[src/rtl/uart_tx_pkg.sv]
// Shared constants for the UART transmitter: bus widths, OCP codes, register map,
// STATUS layout and serializer state encodings.
package uart_tx_pkg;

  localparam int ADDR_WIDTH = 32;
  localparam int DATA_WIDTH = 32;
  localparam int BEN_WIDTH  = 4;

  typedef enum logic [2:0] {
    OCP_IDLE  = 3'd0,
    OCP_WRITE = 3'd1,
    OCP_READ  = 3'd2
  } ocp_cmd_e;

  typedef enum logic [1:0] {
    RESP_NULL = 2'd0,
    RESP_DVA  = 2'd1,
    RESP_ERR  = 2'd3
  } ocp_resp_e;

  // Register select is MAddr[3:2]
  localparam logic [1:0] REG_CHAR   = 2'd0;
  localparam logic [1:0] REG_STATUS = 2'd1;
  localparam logic [1:0] REG_BAUD   = 2'd2;

  localparam int STAT_BUSY  = 0;
  localparam int STAT_FULL  = 1;
  localparam int STAT_EMPTY = 2;
  localparam int STAT_OVF   = 3;

  localparam logic [1:0] ST_IDLE  = 2'd0;
  localparam logic [1:0] ST_START = 2'd1;
  localparam logic [1:0] ST_DATA  = 2'd2;
  localparam logic [1:0] ST_STOP  = 2'd3;

  // First field is the MSB, so busy lands on bit 0
  typedef struct packed {
    logic ovf;
    logic fifo_empty;
    logic fifo_full;
    logic busy;
  } status_t;

  function automatic logic [15:0] merge_div(input logic [15:0] old_div,
                                            input logic [15:0] wdata,
                                            input logic [1:0]  ben);
    merge_div[15:8] = ben[1] ? wdata[15:8] : old_div[15:8];
    merge_div[7:0]  = ben[0] ? wdata[7:0]  : old_div[7:0];
  endfunction

endpackage

[src/rtl/uart_tx_if.sv]
// OCP request/response bundle between a bus master and the UART transmitter.
interface uart_tx_if;
  import uart_tx_pkg::*;

  logic [ADDR_WIDTH-1:0] i_MAddr;
  logic [2:0]            i_MCmd;
  logic [DATA_WIDTH-1:0] i_MData;
  logic [BEN_WIDTH-1:0]  i_MByteEn;
  logic                  o_SCmdAccept;
  logic [DATA_WIDTH-1:0] o_SData;
  logic [1:0]            o_SResp;

  modport slave (
    input  i_MAddr, i_MCmd, i_MData, i_MByteEn,
    output o_SCmdAccept, o_SData, o_SResp
  );

  modport master (
    output i_MAddr, i_MCmd, i_MData, i_MByteEn,
    input  o_SCmdAccept, o_SData, o_SResp
  );

endinterface

[src/rtl/uart_tx_sync_fifo.sv]
// Single-clock FIFO with registered read data; pointers carry an extra wrap bit.
module sync_fifo #(
  parameter int DW = 8,
  parameter int AW = 3
) (
  input  logic          clk,
  input  logic          nrst,
  input  logic          i_push,
  input  logic [DW-1:0] i_wdata,
  input  logic          i_pop,
  output logic [DW-1:0] o_rdata,
  output logic          o_full,
  output logic          o_empty
);

  logic [DW-1:0] r_mem [2**AW];
  logic [DW-1:0] r_rdata;
  logic [AW:0]   r_wr_ptr;
  logic [AW:0]   r_rd_ptr;

  // A push into a full FIFO is only issued alongside a pop; the read of the
  // shared slot sees the old entry because both updates are non-blocking.
  always_ff @(posedge clk) begin
    if (i_push) r_mem[r_wr_ptr[AW-1:0]] <= i_wdata;
    if (i_pop)  r_rdata <= r_mem[r_rd_ptr[AW-1:0]];
  end

  always_ff @(posedge clk) begin
    if (!nrst) begin
      r_wr_ptr <= '0;
      r_rd_ptr <= '0;
    end else begin
      if (i_push) r_wr_ptr <= r_wr_ptr + 1'b1;
      if (i_pop)  r_rd_ptr <= r_rd_ptr + 1'b1;
    end
  end

  assign o_rdata = r_rdata;
  assign o_empty = (r_wr_ptr == r_rd_ptr);
  assign o_full  = (r_wr_ptr[AW] != r_rd_ptr[AW]) &&
                   (r_wr_ptr[AW-1:0] == r_rd_ptr[AW-1:0]);

endmodule

[src/rtl/uart_tx.sv]
// OCP slave UART transmitter: register decode, TX FIFO, baud divider and 8N1 shifter.
module uart_tx
  import uart_tx_pkg::*;
#(
  parameter int          FIFO_AW     = 3,
  parameter logic [15:0] DEFAULT_DIV = 16'd433
) (
  input  logic      clk,
  input  logic      nrst,
  uart_tx_if.slave  bus,
  output logic      o_tx
);

  logic [1:0]            r_sresp;
  logic [DATA_WIDTH-1:0] r_sdata;
  logic                  r_ovf;
  logic [15:0]           r_div;
  logic [1:0]            r_state;
  logic [15:0]           r_cnt;
  logic [2:0]            r_bit_idx;
  logic [7:0]            r_shift;
  logic                  r_tx;

  logic [1:0]            w_reg_sel;
  logic [1:0]            w_resp_next;
  logic [DATA_WIDTH-1:0] w_rdata_next;
  logic                  w_push;
  logic                  w_pop;
  logic                  w_ovf_set;
  logic                  w_ovf_clr;
  logic                  w_div_wr;
  logic                  w_bit_end;
  logic [7:0]            w_fifo_rdata;
  logic                  w_fifo_full;
  logic                  w_fifo_empty;
  status_t               w_status;
  logic                  w_unused_bits;

  assign w_reg_sel          = bus.i_MAddr[3:2];
  assign bus.o_SCmdAccept   = (bus.i_MCmd != OCP_IDLE);
  assign bus.o_SResp        = r_sresp;
  assign bus.o_SData        = r_sdata;
  assign o_tx               = r_tx;
  assign w_unused_bits      = ^{bus.i_MAddr[ADDR_WIDTH-1:4], bus.i_MAddr[1:0],
                                bus.i_MData[DATA_WIDTH-1:16], bus.i_MByteEn[BEN_WIDTH-1:2]};

  assign w_status = '{ovf: r_ovf, fifo_empty: w_fifo_empty, fifo_full: w_fifo_full,
                      busy: (r_state != ST_IDLE)};

  // Pops happen when idle, or in the final STOP cycle for gap-free back-to-back frames
  assign w_bit_end = (r_cnt == 16'd0);
  assign w_pop     = !w_fifo_empty &&
                     ((r_state == ST_IDLE) || ((r_state == ST_STOP) && w_bit_end));

  always_comb begin
    w_resp_next  = RESP_NULL;
    w_rdata_next = '0;
    w_push       = 1'b0;
    w_ovf_set    = 1'b0;
    w_ovf_clr    = 1'b0;
    w_div_wr     = 1'b0;
    if (bus.i_MCmd == OCP_WRITE) begin
      case (w_reg_sel)
        REG_CHAR: begin
          w_resp_next = RESP_DVA;
          if (bus.i_MByteEn[0]) begin
            if (!w_fifo_full || w_pop) begin
              w_push = 1'b1;
            end else begin
              w_ovf_set   = 1'b1;
              w_resp_next = RESP_ERR;
            end
          end
        end
        REG_STATUS: w_resp_next = RESP_DVA;
        REG_BAUD: begin
          w_div_wr    = 1'b1;
          w_resp_next = RESP_DVA;
        end
        default: w_resp_next = RESP_ERR;
      endcase
    end else if (bus.i_MCmd == OCP_READ) begin
      case (w_reg_sel)
        REG_CHAR:   w_resp_next = RESP_DVA;
        REG_STATUS: begin
          w_resp_next  = RESP_DVA;
          w_rdata_next = DATA_WIDTH'(w_status);
          w_ovf_clr    = 1'b1;
        end
        REG_BAUD: begin
          w_resp_next  = RESP_DVA;
          w_rdata_next = DATA_WIDTH'(r_div);
        end
        default: w_resp_next = RESP_ERR;
      endcase
    end else if (bus.i_MCmd != OCP_IDLE) begin
      w_resp_next = RESP_ERR;
    end
  end

  always_ff @(posedge clk) begin
    if (!nrst) begin
      r_sresp <= RESP_NULL;
      r_sdata <= '0;
      r_ovf   <= 1'b0;
      r_div   <= DEFAULT_DIV;
    end else begin
      r_sresp <= w_resp_next;
      r_sdata <= w_rdata_next;
      if (w_ovf_set)      r_ovf <= 1'b1;
      else if (w_ovf_clr) r_ovf <= 1'b0;
      if (w_div_wr) r_div <= merge_div(r_div, bus.i_MData[15:0], bus.i_MByteEn[1:0]);
    end
  end

  sync_fifo #(
    .DW (8),
    .AW (FIFO_AW)
  ) u_fifo (
    .clk     (clk),
    .nrst    (nrst),
    .i_push  (w_push),
    .i_wdata (bus.i_MData[7:0]),
    .i_pop   (w_pop),
    .o_rdata (w_fifo_rdata),
    .o_full  (w_fifo_full),
    .o_empty (w_fifo_empty)
  );

  // Each bit reloads the counter from r_div, so a divider write only affects the next bit
  always_ff @(posedge clk) begin
    if (!nrst) begin
      r_state   <= ST_IDLE;
      r_cnt     <= '0;
      r_bit_idx <= '0;
      r_shift   <= '0;
      r_tx      <= 1'b1;
    end else begin
      case (r_state)
        ST_IDLE: begin
          r_tx <= 1'b1;
          if (!w_fifo_empty) begin
            r_state <= ST_START;
            r_cnt   <= r_div;
            r_tx    <= 1'b0;
          end
        end
        ST_START: begin
          if (w_bit_end) begin
            r_state   <= ST_DATA;
            r_cnt     <= r_div;
            r_shift   <= w_fifo_rdata;
            r_tx      <= w_fifo_rdata[0];
            r_bit_idx <= '0;
          end else begin
            r_cnt <= r_cnt - 16'd1;
          end
        end
        ST_DATA: begin
          if (w_bit_end) begin
            r_cnt     <= r_div;
            r_bit_idx <= r_bit_idx + 3'd1;
            r_shift   <= r_shift >> 1;
            if (r_bit_idx == 3'd7) begin
              r_state <= ST_STOP;
              r_tx    <= 1'b1;
            end else begin
              r_tx <= r_shift[1];
            end
          end else begin
            r_cnt <= r_cnt - 16'd1;
          end
        end
        ST_STOP: begin
          if (w_bit_end) begin
            if (!w_fifo_empty) begin
              r_state <= ST_START;
              r_cnt   <= r_div;
              r_tx    <= 1'b0;
            end else begin
              r_state <= ST_IDLE;
              r_tx    <= 1'b1;
            end
          end else begin
            r_cnt <= r_cnt - 16'd1;
          end
        end
        default: begin
          r_state <= ST_IDLE;
          r_tx    <= 1'b1;
        end
      endcase
    end
  end

endmodule

[src/flat_wrapper.sv]
// flat-port wrapper written by rule: the top's interface ports become plain ports
module uart_tx_flat import uart_tx_pkg::*;
#(
  parameter int          FIFO_AW     = 3,
  parameter logic [15:0] DEFAULT_DIV = 16'd433
)
  (clk, nrst, o_tx, bus_i_MAddr, bus_i_MCmd, bus_i_MData, bus_i_MByteEn, bus_o_SCmdAccept, bus_o_SData, bus_o_SResp);
  uart_tx_if bus_i ();
  input  logic clk;
  input  logic nrst;
  output logic o_tx;
  input wire logic [$bits(bus_i.i_MAddr)-1:0] bus_i_MAddr;
  input wire logic [$bits(bus_i.i_MCmd)-1:0] bus_i_MCmd;
  input wire logic [$bits(bus_i.i_MData)-1:0] bus_i_MData;
  input wire logic [$bits(bus_i.i_MByteEn)-1:0] bus_i_MByteEn;
  output wire logic [$bits(bus_i.o_SCmdAccept)-1:0] bus_o_SCmdAccept;
  output wire logic [$bits(bus_i.o_SData)-1:0] bus_o_SData;
  output wire logic [$bits(bus_i.o_SResp)-1:0] bus_o_SResp;
  assign bus_i.i_MAddr = bus_i_MAddr;
  assign bus_i.i_MCmd = bus_i_MCmd;
  assign bus_i.i_MData = bus_i_MData;
  assign bus_i.i_MByteEn = bus_i_MByteEn;
  assign bus_o_SCmdAccept = bus_i.o_SCmdAccept;
  assign bus_o_SData = bus_i.o_SData;
  assign bus_o_SResp = bus_i.o_SResp;
  uart_tx #(.FIFO_AW(FIFO_AW), .DEFAULT_DIV(DEFAULT_DIV)) u_core (.clk(clk), .nrst(nrst), .bus(bus_i), .o_tx(o_tx));
endmodule
[config.mk]
export PLATFORM = sky130hd
export DESIGN_NAME = uart_tx_flat
export DESIGN_NICKNAME = d
export VERILOG_FILES = /design/src/rtl/uart_tx_pkg.sv /design/src/rtl/uart_tx_if.sv /design/src/rtl/uart_tx_sync_fifo.sv /design/src/rtl/uart_tx.sv /design/src/flat_wrapper.sv
export SDC_FILE = /design/constraint.sdc
export NUM_CORES = 1
export LEC_CHECK = 0
export CORE_MARGIN = 2
export CORE_UTILIZATION = 40
export CTS_CLUSTER_SIZE = 12
export DETAILED_ROUTE_END_ITERATION = 7
export GPL_TIMING_DRIVEN = 1
export PLACE_DENSITY_LB_ADDON = 0.12
export SLEW_MARGIN = 40
export SYNTH_ARGS = -nofsm -noshare
export SYNTH_HDL_FRONTEND = slang
export SYNTH_SLANG_ARGS = --single-unit
[constraint.sdc]
create_clock -name clk -period 4.4 [get_ports clk]
set_input_delay 0.88 -clock clk [delete_from_list [all_inputs] [get_ports clk]]
set_output_delay 0.88 -clock clk [all_outputs]
set_load 0.01 [all_outputs]
==> metrics.md <==
| Metric | Value |
|---|---|
| Worst hold path type | reg -> reg |
| Final #Nets | 636 |
| Antenna-violating nets left | 0 |
| Pint | 2.95 mW |
| Place WS | 1220 ps |
| Slew Viols, Final | 0 |
| Area share of the largest cell type after synthesis | 34.9% |
| Fmax | 313 MHz |
| First-pass GRT wire length | 20700 µm |
| Starting Density | 40.9% |
| Clock Pin Slew Worst Setup and Hold Paths | 60 ps |
| Synth Flop Type | edfxtp_1 |
| Vias in the first global route | 3879 |
| Finished Cell Area | 7420 µm² |
| Power Density | 575 nW/µm² |
| Peak VDD IR | 0.307 mV |
| Fin crit share | 72.6% |
| Ranking of synthesized cells by area | edfxtp_1 (35%), dfxtp_1 (23%), mux4_2 (5.8%) |
| Clk pwr share | 33.4% |
| GRT Total Usage | 16.6% |
| Clk Latency, worst-skew pair | 410 ps |
| CP Capture Type | output pin |
| Area of the multi-input gates | 2360 µm² |
| RSZ-0062 raised after global routing | false |
| Num ports | 109 |
| Number of post-CTS setup repair buffers | 0 |
| Final setup viols | 0 |
| Comb pwr share | 29.2% |
| Num CTS Buffers | 17 |
| Average cell area after synthesis | 12.5 µm² |
| Leak | 2.71 nW |
| Met1 WL | 6290 µm |
| Post-synth EDFFs | 72 |
| Cts repair resizes | 0 |
| Num rows | 45 |
| Clk root buf | clkbuf_16 |
| Worst Max-Slew Pin Slew | 735 ps |
| Register area | 3600 µm² |
| Async set-reset flop share out of synthesis | 0% |
| Die area | 16500 µm² |
| Leading area contributor after synthesis | edfxtp_1 |
| Post-Syn Area | 6190 µm² |
| Core box area | 15100 µm² |
| Worst Path Required | 3520 ps |
| Worst hold slack | 455 ps |
| First-pass iteration count of the detailed router | 4 |
| Clock skew | 6.95 ps |
| Antenna fix cells | 0 |
| DR vias | 3957 |
| Sw Share | 30.8% |
| Net Sw Power | 1.32 mW |
| IO Port Bufs | 44 |
| Max layer used | met4 |
| Setup ws final | 1210 ps |
| Seq/Total Area, Yosys | 58.2% |
| CTS Hold Buffers Added | 0 |
| Largest net degree at the start of global routing | 21 |
| Syn Inst Count | 494 |
| Fin Setup TNS | 0 ps |
| Post-route DRC | 0 |
| Slew HR | 50.6% |
| Layout cells sized above 1 | 13.7% |
| Minimum clock period | 3190 ps |
| Die Span Y | 128 µm |
| Clock buffer depth | 2 |
| Placed inst area | 6820 µm² |
| Synth top cells by count | dfxtp_1 (72), edfxtp_1 (72), nor2_1 (37) |
| Vias per inst | 5.28 |
| Clk sinks | 144 |
| Flops & latches, synth | 144 |
| CTS tree | done |
| Arr. time, crit path | 2310 ps |
| WL final | 12700 µm |
| Die W | 128 µm |
| Met3 routed WL | 532 µm |
| CP Launch Type | input port |
| Routability cong. | 0.782 |
| Final hold violations | 0 |
| Wire length on met2 | 5770 µm |
| Post-DP HPWL | 8780 µm |
| H-tree Lvls | 4 |
| Maxcap violations | 0 |
| Syn-to-layout area delta | 19.9% |
| WS Path Type | in -> out |
| Flop pwr share | 37.4% |
| Status | complete, no violations |
| Distinct cells, synth | 56 |
| Detailed router's first-iteration violation count | 179 |
| Initial antenna violation count | 0 |
| Max FO, Critical Path | 7 |
| Synth warn | 0 |
| FILL cells | 1351 |
| Post-DR wirelength/cell | 17.0 µm |
| GRT overflow | 0 |
==> worst max-delay path, cell delays in order <==
cell             delay (ps)
clkdlybuf4s50_1         520
or3_1                   420
clkdlybuf4s50_1         490
==> power groups by stage <==
stage                     Clock [mW]  Combinational [mW]  Sequential, mW
after floorplan                    0                1.01            1.61
after global placement             0                1.23            1.62
after detailed placement           0                1.25            1.62
after CTS                       1.46                1.26            1.60
after global routing            1.52                1.38            1.61
final                           1.43                1.25            1.60
==> sequential cells by signal, indices dropped and copies added (netlist names) <==
signal / count
u_core.r_shift: 7
u_core.u_fifo.r_rd_ptr: 4
u_core.r_div: 16
u_core.u_fifo.r_wr_ptr: 4
u_core.bus.o_SData: 16
u_core.o_tx: 1
u_core.u_fifo.o_rdata: 8
u_core.r_bit_idx: 3
u_core.r_state: 2
u_core.bus.o_SResp: 2
u_core.r_cnt: 16
u_core.u_fifo.r_mem: 64
u_core.r_ovf: 1
==> cell families after synthesis <==
logic type,share of synthesized area [%]
AO/OA/AOI/OAI,8.55
XOR/XNOR,2.41
adder cells (fa/ha/maj),3.20
buffers and inverters,4.51
flip-flops,58.2
multiplexers,10.5
other,0.0606
AND/OR/NAND/NOR,12.5
==> cell type report <==
class / instances / share of cell area (%)
Multi-Input combinational cell: 309 / 31.8
Clock buffer: 19 / 5.84
Clock inverter: 13 / 2.19
Sequential cell: 144 / 48.6
Inverter: 16 / 0.810
Tap cell: 188 / 3.17
Timing Repair Buffer: 60 / 7.56
==> cell usage in the layout, fill, tap and decap left out, types with 5 or more instances in the layout <==
cell and n:
inv_1 16, a211oi_1 8, mux4_2 16, nand2_1 32
mux2i_1 20, nand3_1 13, buf_4 16, a221o_1 12
edfxtp_1 72, o21ai_0 6, nor4_1 5, xnor2_1 12
nor2_1 37, and2_1 13, nor3_1 10, dfxtp_1 72
ha_1 15, a21oi_1 11, clkbuf_16 17, a22oi_1 5
conb_1 16, xor2_1 5, mux2_2 8, o21a_1 6
clkdlybuf4s50_1 44
==> path summary, 6_finish.rpt <==
| kind | from | to | slack, ps | cells past startpoint |
|---|---|---|---|---|
| min reg2reg | u_core.r_bit_idx[1] | u_core.r_bit_idx[1] | 460 | 2 |
| max reg2reg | u_core.r_state[1] | u_core.u_fifo.r_mem[5][5] | 1530 | 8 |
| max | bus_i_MCmd[0] | bus_o_SCmdAccept | 1210 | 3 |
| min | u_core.r_bit_idx[1] | u_core.r_bit_idx[1] | 460 | 2 |
==> routing by layer <==
| layer | vias up | GRT usage [%] |
|---|---|---|
| met2 | 85 | 25.2 |
| met1 | 1945 | 23.4 |
| met4 | 0 | 5.24 |
| met3 | 11 | 4.41 |
| li1 | 1916 | - |
| met5 | - | 0 |
==> stage by stage <==
| stage | std cells | total power [mW] | utilization [%] |
|---|---|---|---|
| floorplan | 509 | 2.62 | - |
| global placement | 717 | 2.85 | 45.0 |
| detailed placement | 717 | 2.87 | 45.0 |
| CTS | 749 | 4.32 | 49.0 |
| global route | 749 | 4.51 | 49.0 |
| finish | 749 | 4.27 | 49.0 |
Power figures use the tool's default switching activity.
